### config.mk
export PLATFORM = sky130hd
export DESIGN_NAME = key_press_decoder
export DESIGN_NICKNAME = d
export VERILOG_FILES = /design/src/rtl/key_press_decoder_pkg.sv /design/src/rtl/key_press_decoder_debounce.sv /design/src/rtl/key_press_decoder.sv
export SDC_FILE = /design/constraint.sdc
export NUM_CORES = 1
export LEC_CHECK = 0
export ABC_AREA = 1
export BUFFER_PORTS_ARGS = -buffer_cell sky130_fd_sc_hd__buf_2
export CORE_ASPECT_RATIO = 1.2
export CORE_MARGIN = 10
export CORE_UTILIZATION = 61
export CTS_CLUSTER_DIAMETER = 200
export CTS_CLUSTER_SIZE = 8
export DETAILED_ROUTE_END_ITERATION = 6
export GPL_ROUTABILITY_DRIVEN = 0
export PLACE_DENSITY = 0.91
export SETUP_SLACK_MARGIN = 0.3
export SLEW_MARGIN = 40
export SYNTH_ARGS = -nofsm -noshare
export SYNTH_HDL_FRONTEND = slang
export SYNTH_SLANG_ARGS = --single-unit
### constraint.sdc
create_clock -name clk -period 1.45 [get_ports clk]
set_input_delay 0.29 -clock clk [delete_from_list [all_inputs] [get_ports clk]]
set_output_delay 0.29 -clock clk [all_outputs]
set_load 0.03 [all_outputs]
### src/rtl/key_press_decoder_pkg.sv
// Shared types and default timing for the push-button gesture decoder.
// All timing values are in units of the 1 ms tick.
package key_pkg;

  // Width of every ms counter; must exceed the largest timing value below.
  localparam int unsigned CNT_W = 11;

  localparam int unsigned DEF_DEBOUNCE_MS = 20;
  localparam int unsigned DEF_LONG_MS     = 1000;
  localparam int unsigned DEF_GAP_MS      = 300;
  localparam int unsigned DEF_REPEAT_MS   = 200;

  typedef enum logic [2:0] {
    IDLE,
    PRESS1,
    WAIT_GAP,
    PRESS2,
    LONG_HOLD
  } keyState_t;

endpackage

### src/rtl/key_press_decoder_debounce.sv
// Two-flop synchronizer on the raw active-low pin followed by a tick-based
// stable counter producing the debounced, active-high key level.
module key_debounce #(
  parameter int unsigned DEBOUNCE_MS = key_pkg::DEF_DEBOUNCE_MS,
  parameter int unsigned CNT_W       = key_pkg::CNT_W
) (
  input  logic clk,
  input  logic rstN,
  input  logic iTick1ms,
  input  logic iKeyN,
  output logic oKeyLevel
);

  localparam logic [CNT_W-1:0] STABLE_LAST = CNT_W'(DEBOUNCE_MS - 1);

  logic [1:0]       syncN;
  logic             syncPressed;
  logic [CNT_W-1:0] stableCnt;

  always_ff @(posedge clk or negedge rstN) begin
    if (!rstN) begin
      syncN <= '1;
    end else begin
      syncN <= {syncN[0], iKeyN};
    end
  end

  assign syncPressed = ~syncN[1];

  // Any clock where the synchronized pin agrees with the accepted level
  // restarts the count, so only uninterrupted runs of ticks qualify.
  always_ff @(posedge clk or negedge rstN) begin
    if (!rstN) begin
      stableCnt <= '0;
      oKeyLevel <= 1'b0;
    end else if (syncPressed == oKeyLevel) begin
      stableCnt <= '0;
    end else if (iTick1ms) begin
      if (stableCnt == STABLE_LAST) begin
        oKeyLevel <= ~oKeyLevel;
        stableCnt <= '0;
      end else begin
        stableCnt <= stableCnt + 1'b1;
      end
    end
  end

endmodule

### src/rtl/key_press_decoder.sv
// Push-button gesture decoder: short, long and double press events plus the
// debounced level. Optional auto-repeat while long-held: define KEY_REPEAT_EN.
module key_press_decoder #(
  parameter int unsigned DEBOUNCE_MS = key_pkg::DEF_DEBOUNCE_MS,
  parameter int unsigned LONG_MS     = key_pkg::DEF_LONG_MS,
  parameter int unsigned GAP_MS      = key_pkg::DEF_GAP_MS,
  parameter int unsigned REPEAT_MS   = key_pkg::DEF_REPEAT_MS,
  parameter int unsigned CNT_W       = key_pkg::CNT_W
) (
  input  logic clk,
  input  logic rstN,
  input  logic iTick1ms,
  input  logic iKeyN,
  output logic oKeyLevel,
  output logic oShortPress,
  output logic oLongPress,
  output logic oDoublePress,
  output logic oRepeat
);

  import key_pkg::*;

  localparam logic [CNT_W-1:0] LONG_LAST = CNT_W'(LONG_MS - 1);
  localparam logic [CNT_W-1:0] GAP_LAST  = CNT_W'(GAP_MS - 1);

  keyState_t        state;
  logic [CNT_W-1:0] msCnt;
  logic             keyLevelD;
  logic             pressEdge;
  logic             releaseEdge;

  key_debounce #(
    .DEBOUNCE_MS (DEBOUNCE_MS),
    .CNT_W       (CNT_W)
  ) uDebounce (
    .clk       (clk),
    .rstN      (rstN),
    .iTick1ms  (iTick1ms),
    .iKeyN     (iKeyN),
    .oKeyLevel (oKeyLevel)
  );

  assign pressEdge   =  oKeyLevel & ~keyLevelD;
  assign releaseEdge = ~oKeyLevel &  keyLevelD;

`ifdef KEY_REPEAT_EN
  localparam logic [CNT_W-1:0] REP_LAST = CNT_W'(REPEAT_MS - 1);
  logic [CNT_W-1:0] repCnt;
`else
  logic unusedRepeatMs;
  assign unusedRepeatMs = ^CNT_W'(REPEAT_MS);
  assign oRepeat        = 1'b0;
`endif

  // Edges are tested before terminal counts in every state, so an edge that
  // coincides with the deciding tick suppresses the timeout event.
  always_ff @(posedge clk or negedge rstN) begin
    if (!rstN) begin
      state        <= IDLE;
      msCnt        <= '0;
      keyLevelD    <= 1'b0;
      oShortPress  <= 1'b0;
      oLongPress   <= 1'b0;
      oDoublePress <= 1'b0;
`ifdef KEY_REPEAT_EN
      repCnt       <= '0;
      oRepeat      <= 1'b0;
`endif
    end else begin
      keyLevelD    <= oKeyLevel;
      oShortPress  <= 1'b0;
      oLongPress   <= 1'b0;
      oDoublePress <= 1'b0;
`ifdef KEY_REPEAT_EN
      oRepeat      <= 1'b0;
`endif
      if (iTick1ms && (msCnt != '1)) begin
        msCnt <= msCnt + 1'b1;
      end

      unique case (state)
        IDLE: begin
          if (pressEdge) begin
            state <= PRESS1;
            msCnt <= '0;
          end
        end

        PRESS1: begin
          if (releaseEdge) begin
            state <= WAIT_GAP;
            msCnt <= '0;
          end else if (iTick1ms && (msCnt == LONG_LAST)) begin
            oLongPress <= 1'b1;
            state      <= LONG_HOLD;
            msCnt      <= '0;
`ifdef KEY_REPEAT_EN
            repCnt     <= '0;
`endif
          end
        end

        WAIT_GAP: begin
          if (pressEdge) begin
            state <= PRESS2;
            msCnt <= '0;
          end else if (iTick1ms && (msCnt == GAP_LAST)) begin
            oShortPress <= 1'b1;
            state       <= IDLE;
            msCnt       <= '0;
          end
        end

        PRESS2: begin
          if (releaseEdge) begin
            oDoublePress <= 1'b1;
            state        <= IDLE;
            msCnt        <= '0;
          end
        end

        LONG_HOLD: begin
          if (releaseEdge) begin
            state <= IDLE;
            msCnt <= '0;
          end
`ifdef KEY_REPEAT_EN
          else if (iTick1ms) begin
            if (repCnt == REP_LAST) begin
              oRepeat <= 1'b1;
              repCnt  <= '0;
            end else begin
              repCnt  <= repCnt + 1'b1;
            end
          end
`endif
        end

        default: begin
          state <= IDLE;
          msCnt <= '0;
        end
      endcase
    end
  end

endmodule

==> results of run 1 <==
==> layer usage <==
layer  wire, um  global-route usage [%]  vias up
li1           -                       -      903
met1       1940                    17.0      917
met2       2620                    30.1      101
met3        353                    3.98       24
met4        166                    6.59        0
met5          0                       0        -
==> repair_timing <==
action / 4_1_cts / 5_1_grt
buffers inserted: 6 / 7
setup endpoints to repair: 31 / 32
cloned: 1 / 0
gates resized for setup: 23 / 34
hold endpoints to repair: 14 / 0
hold buffers: 1 / 0
pin swaps: 13 / 19
==> area by class of cell <==
class,count,area share [%]
clock buffers,8,2.79
well taps,36,1.83
flip-flops and latches,32,33.0
inverters,43,6.86
repair buffers,27,9.14
multi-input cells,193,46.4
==> cell families after synthesis <==
group                    count (synthesis)
XOR/XNOR                                 6
adder cells (fa/ha/maj)                  3
flip-flops                              32
other                                    1
AND/OR/NAND/NOR                        167
buffers and inverters                   46
AO/OA/AOI/OAI                           15
==> state kept, by name, indices dropped and copies added, names as in the netlist <==
name	cells
state	3
keyLevelD	1
oShortPress	1
uDebounce.oKeyLevel	1
uDebounce.stableCnt	11
uDebounce.syncN	2
msCnt	11
oLongPress	1
oDoublePress	1
==> metrics by stage <==
stage                     cells  hold slack [ns]  worst slack, ns  setup TNS, ns
after floorplan             270         -0.00559            0.119              0
after global placement      316            0.227           0.0903              0
after detailed placement    316            0.233           0.0521              0
after CTS                   332           0.0388           0.0827              0
after global routing        339           0.0339          -0.0585         -0.498
final                       339           0.0475          -0.0123        -0.0139
==> how the worst max path moves through the flow <==
stage	from	end	slack, ns	cells past startpoint
2_1_floorplan	msCnt[0]	msCnt[0]	0.12	8
3_3_place_gp	msCnt[1]	msCnt[0]	0.09	8
3_5_place_dp	msCnt[1]	msCnt[0]	0.05	8
4_1_cts	msCnt[0]	msCnt[0]	0.08	8
5_1_grt	msCnt[1]	msCnt[3]	-0.06	8
6_report	msCnt[0]	msCnt[0]	-0.01	8
==> power by group <==
group	switching [W]	total [W]	internal, W
Combinational	0.000737	0.00116	0.000426
Sequential	0.000213	0.00127	0.00106
Clock	0.000319	0.000604	0.000285
Total	0.00127	0.00304	0.00177
==> worst register-to-register path, cell delays in order, from the launching register on <==
cell,delay [ns]
dfrtp_1,0.41
ha_2,0.19
nand2_2,0.07
nor2_4,0.16
nand3_2,0.10
nand2_2,0.10
nand3_4,0.14
inv_6,0.12
nor2_1,0.06
==> Yosys cell counts <==
cell type  number  area, um^2
nand2_1        88         330
inv_1          40         150
dfrtp_1        30         751
nor2_1         25        93.8
nand3_1        19        95.1
nand4_1        11        68.8
o21ai_0         8        40.0
nor2_2          7        43.8
xor2_1          6        52.6
ha_1            3        37.5
nor2_4          3        33.8
nor3_1          3        15.0
a21oi_1         2        10.0
dfstp_2         2        52.6
inv_4           2        12.5
nand2_2         2        12.5
nand3_4         2        35.0
nor4_1          2        12.5
o21ai_1         2        10.0
buf_2           1        5.00
buf_4           1        7.51
clkbuf_2        1        5.00
conb_1          1        3.75
inv_2           1        3.75
nand2_4         1        11.3
nand3b_1        1        7.51
nor2_8          1        20.0
o21a_1          1        7.51
o21bai_1        1        7.51
o31ai_1         1        7.51
or2_0           1        6.26
or2_4           1        8.76
==> results.json, run 1 <==
{
  "io_pins": 9,
  "utilization_pct": 79.9,
  "synth_top_family_by_area": "simple AND/OR/NAND/NOR gates",
  "slowest_stage": "dfrtp_1",
  "critPathMaxFanout": 8,
  "numCtsBuffers": 5,
  "ant_nets": 0,
  "placed_cell_area_mm2": 0.00210,
  "dp_hpwl_mm": 3.12,
  "finalSetupViolations": 3,
  "synth.ff_latch_count": 32,
  "yosysWarningCount": 0,
  "cp_top_family": "simple AND/OR/NAND/NOR gates",
  "total_power_w": 0.00304,
  "drt_iter0_drc": 214,
  "clkSinkCount": 32,
  "antenna_found_initial": 0,
  "critPathKind": "flop to flop",
  "final_area_mm2": 0.00246,
  "p_per_area_mw_per_mm2": 1230,
  "syn_area_per_cell_um2": 7.25,
  "via_per_inst": 5.74,
  "synthCells": 270,
  "drt-total-wl_mm": 5.08,
  "fmax_mhz": 684,
  "final_common_cell": "nand2_1",
  "power.leakage_nw": 1.16,
  "grt_use_total_pct": 16.2,
  "rrSetupSlack_ns": -0.01,
  "status": "finished, violations left",
  "clock_path_buffers": 2,
  "cts_root_buf": "clkbuf_4",
  "synth_adder_area_share_pct": 1.92,
  "crit_buf_inv": 1,
  "hold_path_depth": 1,
  "r2r-start": "msCnt[0]",
  "portBuffers": 7,
  "irDropWorstVdd_mv": 1.11,
  "multi_input_area_mm2": 0.00114,
  "maxCapViolations": 0,
  "critPathArrivalTime_ns": 1.69,
  "violations": "design-rule violations, negative setup slack",
  "post-route-period-util_pct": 101,
  "slowest_delay_ns": 0.41,
  "drv_slew": 0,
  "clk_latency_ns": 0.35,
  "num-fill-cells": 183,
  "initial_core_util_pct": 63.5,
  "vias": 1945,
  "rsz0062_at_grt": "true",
  "design.die.area_mm2": 0.00589,
  "holdCritStartpoint": "iKeyN",
  "cp-start-kind": "flop",
  "cp-end-kind": "flop",
  "grt_pass1_vias": 1826,
  "setup_ws_ns": -0.0123,
  "min_path_type": "input port to flop",
  "die_w_um": 71.7,
  "finalNetCount": 309,
  "fin_crit_ns": 1.46,
  "rr_endpoint": "msCnt[0]",
  "seqCellArea_um2": 812,
  "min_to": "uDebounce.syncN[0]",
  "synth_compound_area_share_pct": 4.22,
  "drt_first_pass_iters": 7,
  "cts_tree": "built",
  "crit_required_ns": 1.68,
  "most-common-layout-cells": "78 x nand2_1, 35 x inv_1, 23 x dfrtp_1",
  "netlist_area_mm2": 0.00196,
  "die_h_um": 82.1,
  "clk_pin_slew_ns": 0.08,
  "drive_gt1_share_pct": 34.0,
  "areaGrowthSynthToFinish_pct": 25.8,
  "htreeDepth": 2,
  "synth.area.mux_share_pct": 0,
  "grt_max_degree": 18,
  "synthXorXnorAreaFrac_pct": 2.68,
  "rows": 22,
  "yosysSeqAreaShare_pct": 41.0,
  "coreArea_mm2": 0.00308,
  "synth.distinct_cells": 32,
  "wire_per_inst_um": 15.0,
  "grt_pass1_wl_mm": 7.79,
  "drc": 2,
  "gr-total-overflow": 0,
  "crit_top_cell": "nand2_2",
  "cp_cell_sequence": "ha_2 -> nand2_2 -> nor2_4 -> nand3_2 -> nand2_2 -> nand3_4 -> inv_6 -> nor2_1",
  "hold_viol": 0,
  "syn_nets": 277,
  "n_antenna_cell": 0,
  "reg2reg_depth": 8,
  "synthSimpleGateAreaFrac_pct": 40.6,
  "fin_skew_ns": 0.0194
}
Note: power is estimated with default switching activity, not from simulation.
==> run 2: changes to the inputs <==
- BUFFER_PORTS_ARGS: -buffer_cell sky130_fd_sc_hd__buf_2 -> not set
- CORE_UTILIZATION: 61 -> 57
- DONT_BUFFER_PORTS: not set -> 1
- PLACE_DENSITY: 0.91 -> 0.87
- clock period: 1.45 -> 1.2 ns (I/O delays scaled with it)
==> run 2 against run 1 <==
Against the previous run:
- the run ends with design-rule violations, negative hold slack, negative setup slack left
- die area is 5.2% higher
- fmax shrank 18%
- hold slack lost 0.43 ns
- clock power up 100%
- final area is 18% higher
- total power is 68% higher
- critical path depth grew 1
- first-iteration DRC count rose to 2.8 times the previous value
- routed wire length grew 95%
- sequential share of layout area down 4.9 points
- sequential power increased by 27%
==> results.json, run 2 (same netlist as run 1, synthesis figures left out) <==
{
  "status": "finished, violations left",
  "violations": "design-rule violations, negative hold slack, negative setup slack",
  "wire_per_inst_um": 26.7,
  "met3_usage_pct": 8.01,
  "utilization_pct": 87.0,
  "drv_slew": 0,
  "drive_gt1_share_pct": 45.9,
  "clk_latency_ns": 0.31,
  "drt-total-wl_mm": 9.92,
  "fmax_mhz": 564,
  "drt_iter0_drc": 601,
  "fin_skew_ns": 0.00892,
  "rows": 23,
  "cts_tree": "built",
  "rrSetupSlack_ns": -0.57,
  "holdWs_ns": -0.381,
  "drc": 66,
  "irDropWorstVdd_mv": 1.91,
  "hold_viol": 32,
  "grt_pass1_vias": 2402,
  "numCtsBuffers": 5,
  "slowest_delay_ns": 0.48,
  "gr-total-overflow": 0,
  "post-route-period-util_pct": 148,
  "grt_max_degree": 33,
  "antenna_found_initial": 1,
  "rsz0062_at_grt": "true",
  "die_h_um": 84.2,
  "clock_path_buffers": 2,
  "dp_hpwl_mm": 3.62,
  "crit_top_cell": "nand2_1",
  "cts_root_buf": "clkbuf_8",
  "cp-end-kind": "flop",
  "finalNetCount": 339,
  "critPathKind": "flop to flop",
  "portBuffers": 0,
  "grt_use_met2_pct": 41.1,
  "clk_pin_slew_ns": 0.08,
  "setup_ws_ns": -0.573,
  "areaGrowthSynthToFinish_pct": 48.2,
  "design.die.area_mm2": 0.00619,
  "fin_crit_ns": 1.77,
  "crit_required_ns": 1.40,
  "p_per_area_mw_per_mm2": 1760,
  "critPathMaxFanout": 4,
  "clkSinkCount": 32,
  "min_path_type": "input port to async pin",
  "ant_nets": 0,
  "grtUsageMet1_pct": 27.2,
  "reg_top3": "msCnt: 11 flops, uDebounce.stableCnt: 11 flops, state: 3 flops",
  "finalSetupViolations": 29,
  "cp_top_family": "simple AND/OR/NAND/NOR gates",
  "cp_cell_sequence": "nand2_1 -> nor2_1 -> nand2_1 -> nand2_1 -> nand3_1 -> nand2_1 -> inv_1 -> nand2_2 -> inv_2",
  "via_per_inst": 6.88,
  "top_usage_layer": "met2",
  "cp-start-kind": "flop",
  "coreArea_mm2": 0.00334,
  "drt_first_pass_iters": 7,
  "vias": 2554,
  "maxCapViolations": 0,
  "initial_core_util_pct": 58.7,
  "crit_buf_inv": 2,
  "final_common_cell": "nand2_1",
  "grt_use_total_pct": 25.5,
  "io_pins": 9,
  "die_w_um": 73.5,
  "grt_pass1_wl_mm": 12.4,
  "slowest_stage": "dfrtp_2",
  "hold_buffers": 1,
  "power.leakage_nw": 1.38,
  "htreeDepth": 2,
  "critPathArrivalTime_ns": 1.97,
  "most-common-layout-cells": "73 x nand2_1, 45 x buf_4, 32 x inv_1"
}
==> run 2: cell count changes in the layout (fill, tap and decap cells not counted), moves of 3 or more <==
cell      previous run  this run
clkbuf_4             5         0
buf_6                4        11
clkbuf_8             2         7
buf_4               18        45
buf_2                3         0
nor2_4               8        11
nand2_1             78        73
inv_1               35        32
o21ai_0              5         2
nor2_1              16        12
nand2_2             12        15
==> run 2: area by class of cell <==
class                           instances  area, um^2
Multi-Input combinational cell        193        1270
Sequential cell                        32         815
Timing Repair Buffer                   57         472
Fill cell                             146         435
Inverter                               43         174
Clock buffer                            7        96.3
Tap cell                               37        46.3
Clock inverter                          1        30.0
Antenna cell                            1        2.50
==> run 2: power breakdown <==
group / switching, W / internal (W) / leakage [nW]
combinational: 0.00139 / 0.000874 / 0.900
sequential: 0.000334 / 0.00128 / 0.411
clock: 0.000495 / 0.000734 / 0.0645
total: 0.00222 / 0.00289 / 1.38
==> run 2: repair_timing <==
action | CTS | global route
buffers inserted | 11 | 6
gates cloned | 1 | 0
gates resized for setup | 39 | 53
setup endpoints to repair | 33 | 33
pin swaps | 15 | 15
endpoints found under the hold margin | 33 | 32
==> run 2: through the flow <==
stage	total power [W]	cells	setup slack (ns)	instance area, um^2	TNS [ns]
after detailed placement	0.00290	343	-0.260	2310	-4.78
after global placement	0.00282	343	-0.137	2310	-2.60
after CTS	0.00434	364	-0.203	2680	-4.40
after global routing	0.00523	371	-0.529	2900	-11.46
final	0.00510	371	-0.573	2900	-10.97
after floorplan	0.00230	270	-0.131	1990	-2.42
==> run 2: worst register-to-register path: stages, from the launching register on <==
cell and delay [ns]:
dfrtp_2 0.48, nand2_1 0.15, nor2_1 0.21, nand2_1 0.16, nand2_1 0.19, nand3_1 0.12, nand2_1 0.12, inv_1 0.07
nand2_2 0.09, inv_2 0.06
==> run 2: layer usage <==
layer  up-vias  part of all wire [%]  wire length [um]
met5         -                     0                 0
met4         0                    11              1050
met3       132                    15              1490
met2       327                    43              4290
met1      1134                    31              3100
li1        961                     -                 -
==> run 2: final timing paths <==
check                              startpoint  cells after the start                   to
max                                  msCnt[1]                      9             msCnt[3]
min                                      rstN                      0             msCnt[3]
max reg2reg                          msCnt[1]                      9             msCnt[3]
min reg2reg                uDebounce.syncN[0]                      0   uDebounce.syncN[1]
max in group asynchronous                rstN                      0   uDebounce.syncN[0]
min in group clk                     iTick1ms                      2  uDebounce.oKeyLevel
==> run 3: changes to the inputs <==
==> constraint.sdc (replaced) <==
create_clock -name clk -period 1.2 [get_ports clk]
set_input_delay 0 -clock clk [delete_from_list [all_inputs] [get_ports clk]]
set_output_delay 0 -clock clk [all_outputs]
set_load 0.03 [all_outputs]
==> run 3 against run 2 <==
Against the previous run:
- the run still ends with design-rule violations, negative hold slack, negative setup slack left
- via count up 3.2%
- total power up 1.5%
- hold slack better by 0.23 ns
- worst setup slack worse by 0.062 ns
- clock skew up 0.0069 ns
- utilization up 1.0 points
- critical endpoint is now state[0]
- first-iteration DRC count down 10%
- register-to-register slack worse by 0.06 ns
- die area unchanged
- sequential power about the same
- critical path depth down 1
- combinational power up 3%
==> results.json, run 3 (same netlist as run 1, synthesis figures left out) <==
{
  "critPathKind": "flop to flop",
  "final_common_cell": "nand2_1",
  "cp.depth": 8,
  "critPathMaxFanout": 8,
  "startpoint": "msCnt[10]",
  "drt-total-wl_mm": 10.6,
  "top_layer_used": "met4",
  "initial_core_util_pct": 58.7,
  "dp_slack_ns": -0.260,
  "most-common-layout-cells": "69 x nand2_1, 49 x buf_4, 29 x inv_1",
  "finalSetupViolations": 28,
  "grt_max_degree": 33,
  "hold_buffers": 3,
  "num-fill-cells": 137,
  "critPathArrivalTime_ns": 1.99,
  "fmax_mhz": 545,
  "crit_top_cell": "nand2_1",
  "violations": "design-rule violations, negative hold slack, negative setup slack",
  "rows": 23,
  "numCtsBuffers": 5,
  "crit_required_ns": 1.36,
  "min_path_type": "input port to flop",
  "drv_slew": 0,
  "placed_cells": 343,
  "gr-total-overflow": 0,
  "irDropWorstVdd_mv": 1.68,
  "hold_viol": 14,
  "reg2reg_depth": 8,
  "antenna_found_initial": 0,
  "setup_ws_ns": -0.635,
  "fin_crit_ns": 1.83,
  "dp_hpwl_mm": 3.62,
  "cp_cell_sequence": "inv_2 -> nand2_1 -> nor2_1 -> nand3_2 -> nand2_2 -> nand3_4 -> nand2_1 -> nand2_1",
  "finalNetCount": 346,
  "cp-start-kind": "flop",
  "ant_nets": 0,
  "vias": 2637,
  "maxCapViolations": 0,
  "htreeDepth": 2,
  "wire_per_inst_um": 28.0,
  "drive_gt1_share_pct": 45.3,
  "wl_met2_mm": 4.70,
  "clk_latency_ns": 0.32,
  "seqCellArea_um2": 808,
  "clkSinkCount": 32,
  "io_pins": 9,
  "p_per_area_mw_per_mm2": 1760,
  "reg_top3": "msCnt: 11 flops, uDebounce.stableCnt: 11 flops, state: 3 flops",
  "cts_root_buf": "clkbuf_8",
  "holdWs_ns": -0.146,
  "clock_path_buffers": 2,
  "min_to": "uDebounce.oKeyLevel",
  "crit_buf_inv": 1,
  "final_cells": 377,
  "status": "finished, violations left",
  "holdCritStartpoint": "iTick1ms",
  "portBuffers": 0,
  "design.die.area_mm2": 0.00619,
  "die_w_um": 73.5,
  "slowest_stage": "dfrtp_1",
  "grt_pass1_wl_mm": 12.8,
  "wl_met1_mm": 3.30,
  "dr_wl_met3_mm": 1.48,
  "drc": 4,
  "post-route-period-util_pct": 153,
  "cp-end-kind": "flop",
  "clk_pin_slew_ns": 0.08,
  "coreArea_mm2": 0.00334,
  "slowest_delay_ns": 0.43,
  "areaGrowthSynthToFinish_pct": 50.0,
  "grt_use_total_pct": 26.7,
  "cts_tree": "built",
  "multi_input_area_mm2": 0.00125,
  "power.leakage_nw": 1.43,
  "rsz0062_at_grt": "true",
  "n_antenna_cell": 0,
  "fin_skew_ns": 0.0158,
  "hold_path_depth": 2,
  "grt_pass1_vias": 2397,
  "rr_endpoint": "state[0]",
  "die_h_um": 84.2,
  "rrSetupSlack_ns": -0.63,
  "cp_top_family": "simple AND/OR/NAND/NOR gates",
  "via_per_inst": 6.99,
  "r2r-start": "msCnt[10]",
  "drt_first_pass_iters": 7,
  "drt_iter0_drc": 540
}
[run 3: cell count changes in the layout (fill, tap and decap cells not counted), sizes merged]
cell,previous run,this run
buf,56,61
diode,1,0
dlygate4sd3,1,2
nand2,91,92
[run 3: cell type report]
| cell class | instances | area share, % |
|---|---|---|
| Multi-Input combinational cell | 194 | 42.6 |
| Sequential cell | 32 | 27.5 |
| Timing Repair Buffer | 63 | 18.1 |
| Inverter | 43 | 5.92 |
| Clock buffer | 7 | 3.28 |
| Tap cell | 37 | 1.58 |
| Clock inverter | 1 | 1.02 |
[run 3: repair_timing]
action / in CTS / in global routing
pin swaps: 15 / 17
endpoints found under the hold margin: 51 / 15
setup buffers: 11 / 10
resized for setup: 36 / 49
gates cloned: 1 / 1
setup endpoints to repair: 30 / 30
[run 3: worst max path at each step]
stage,end
floorplan,msCnt[0]
global placement,msCnt[9]
detailed placement,msCnt[9]
CTS,msCnt[4]
global route,state[0]
finish,state[0]
[run 3: worst register-to-register path, cell delays in order, from the launching register on]
cell,delay [ns]
dfrtp_1,0.43
inv_2,0.14
nand2_1,0.08
nor2_1,0.23
nand3_2,0.17
nand2_2,0.13
nand3_4,0.18
nand2_1,0.14
nand2_1,0.17
[run 3: layer usage]
metal / vias to the layer above / GRT usage (%)
li1: 979 / -
met1: 1181 / 29.9
met2: 343 / 41.2
met3: 134 / 7.54
met4: 0 / 20.5
met5: - / 0
[run 3: stage by stage]
stage | utilization [%] | hold WS, ns | TNS (ns) | area [um^2] | power (W)
CTS | 81.0 | -0.151 | -4.27 | 2710 | 0.00438
global route | 88.0 | -0.148 | -11.12 | 2940 | 0.00528
global placement | 69.3 | -0.295 | -2.60 | 2310 | 0.00282
floorplan | - | -0.296 | -2.42 | 1990 | 0.00230
detailed placement | 69.3 | -0.294 | -4.78 | 2310 | 0.00290
finish | 88.0 | -0.146 | -11.42 | 2940 | 0.00518
[run 3: report_power, final]
part / leakage, nW / switching (W) / total [W] / internal (W)
Clock: 0.0645 / 0.000502 / 0.00124 / 0.000734
Combinational: 0.942 / 0.00141 / 0.00233 / 0.000922
Sequential: 0.420 / 0.000339 / 0.00162 / 0.00128
Total: 1.43 / 0.00225 / 0.00518 / 0.00293
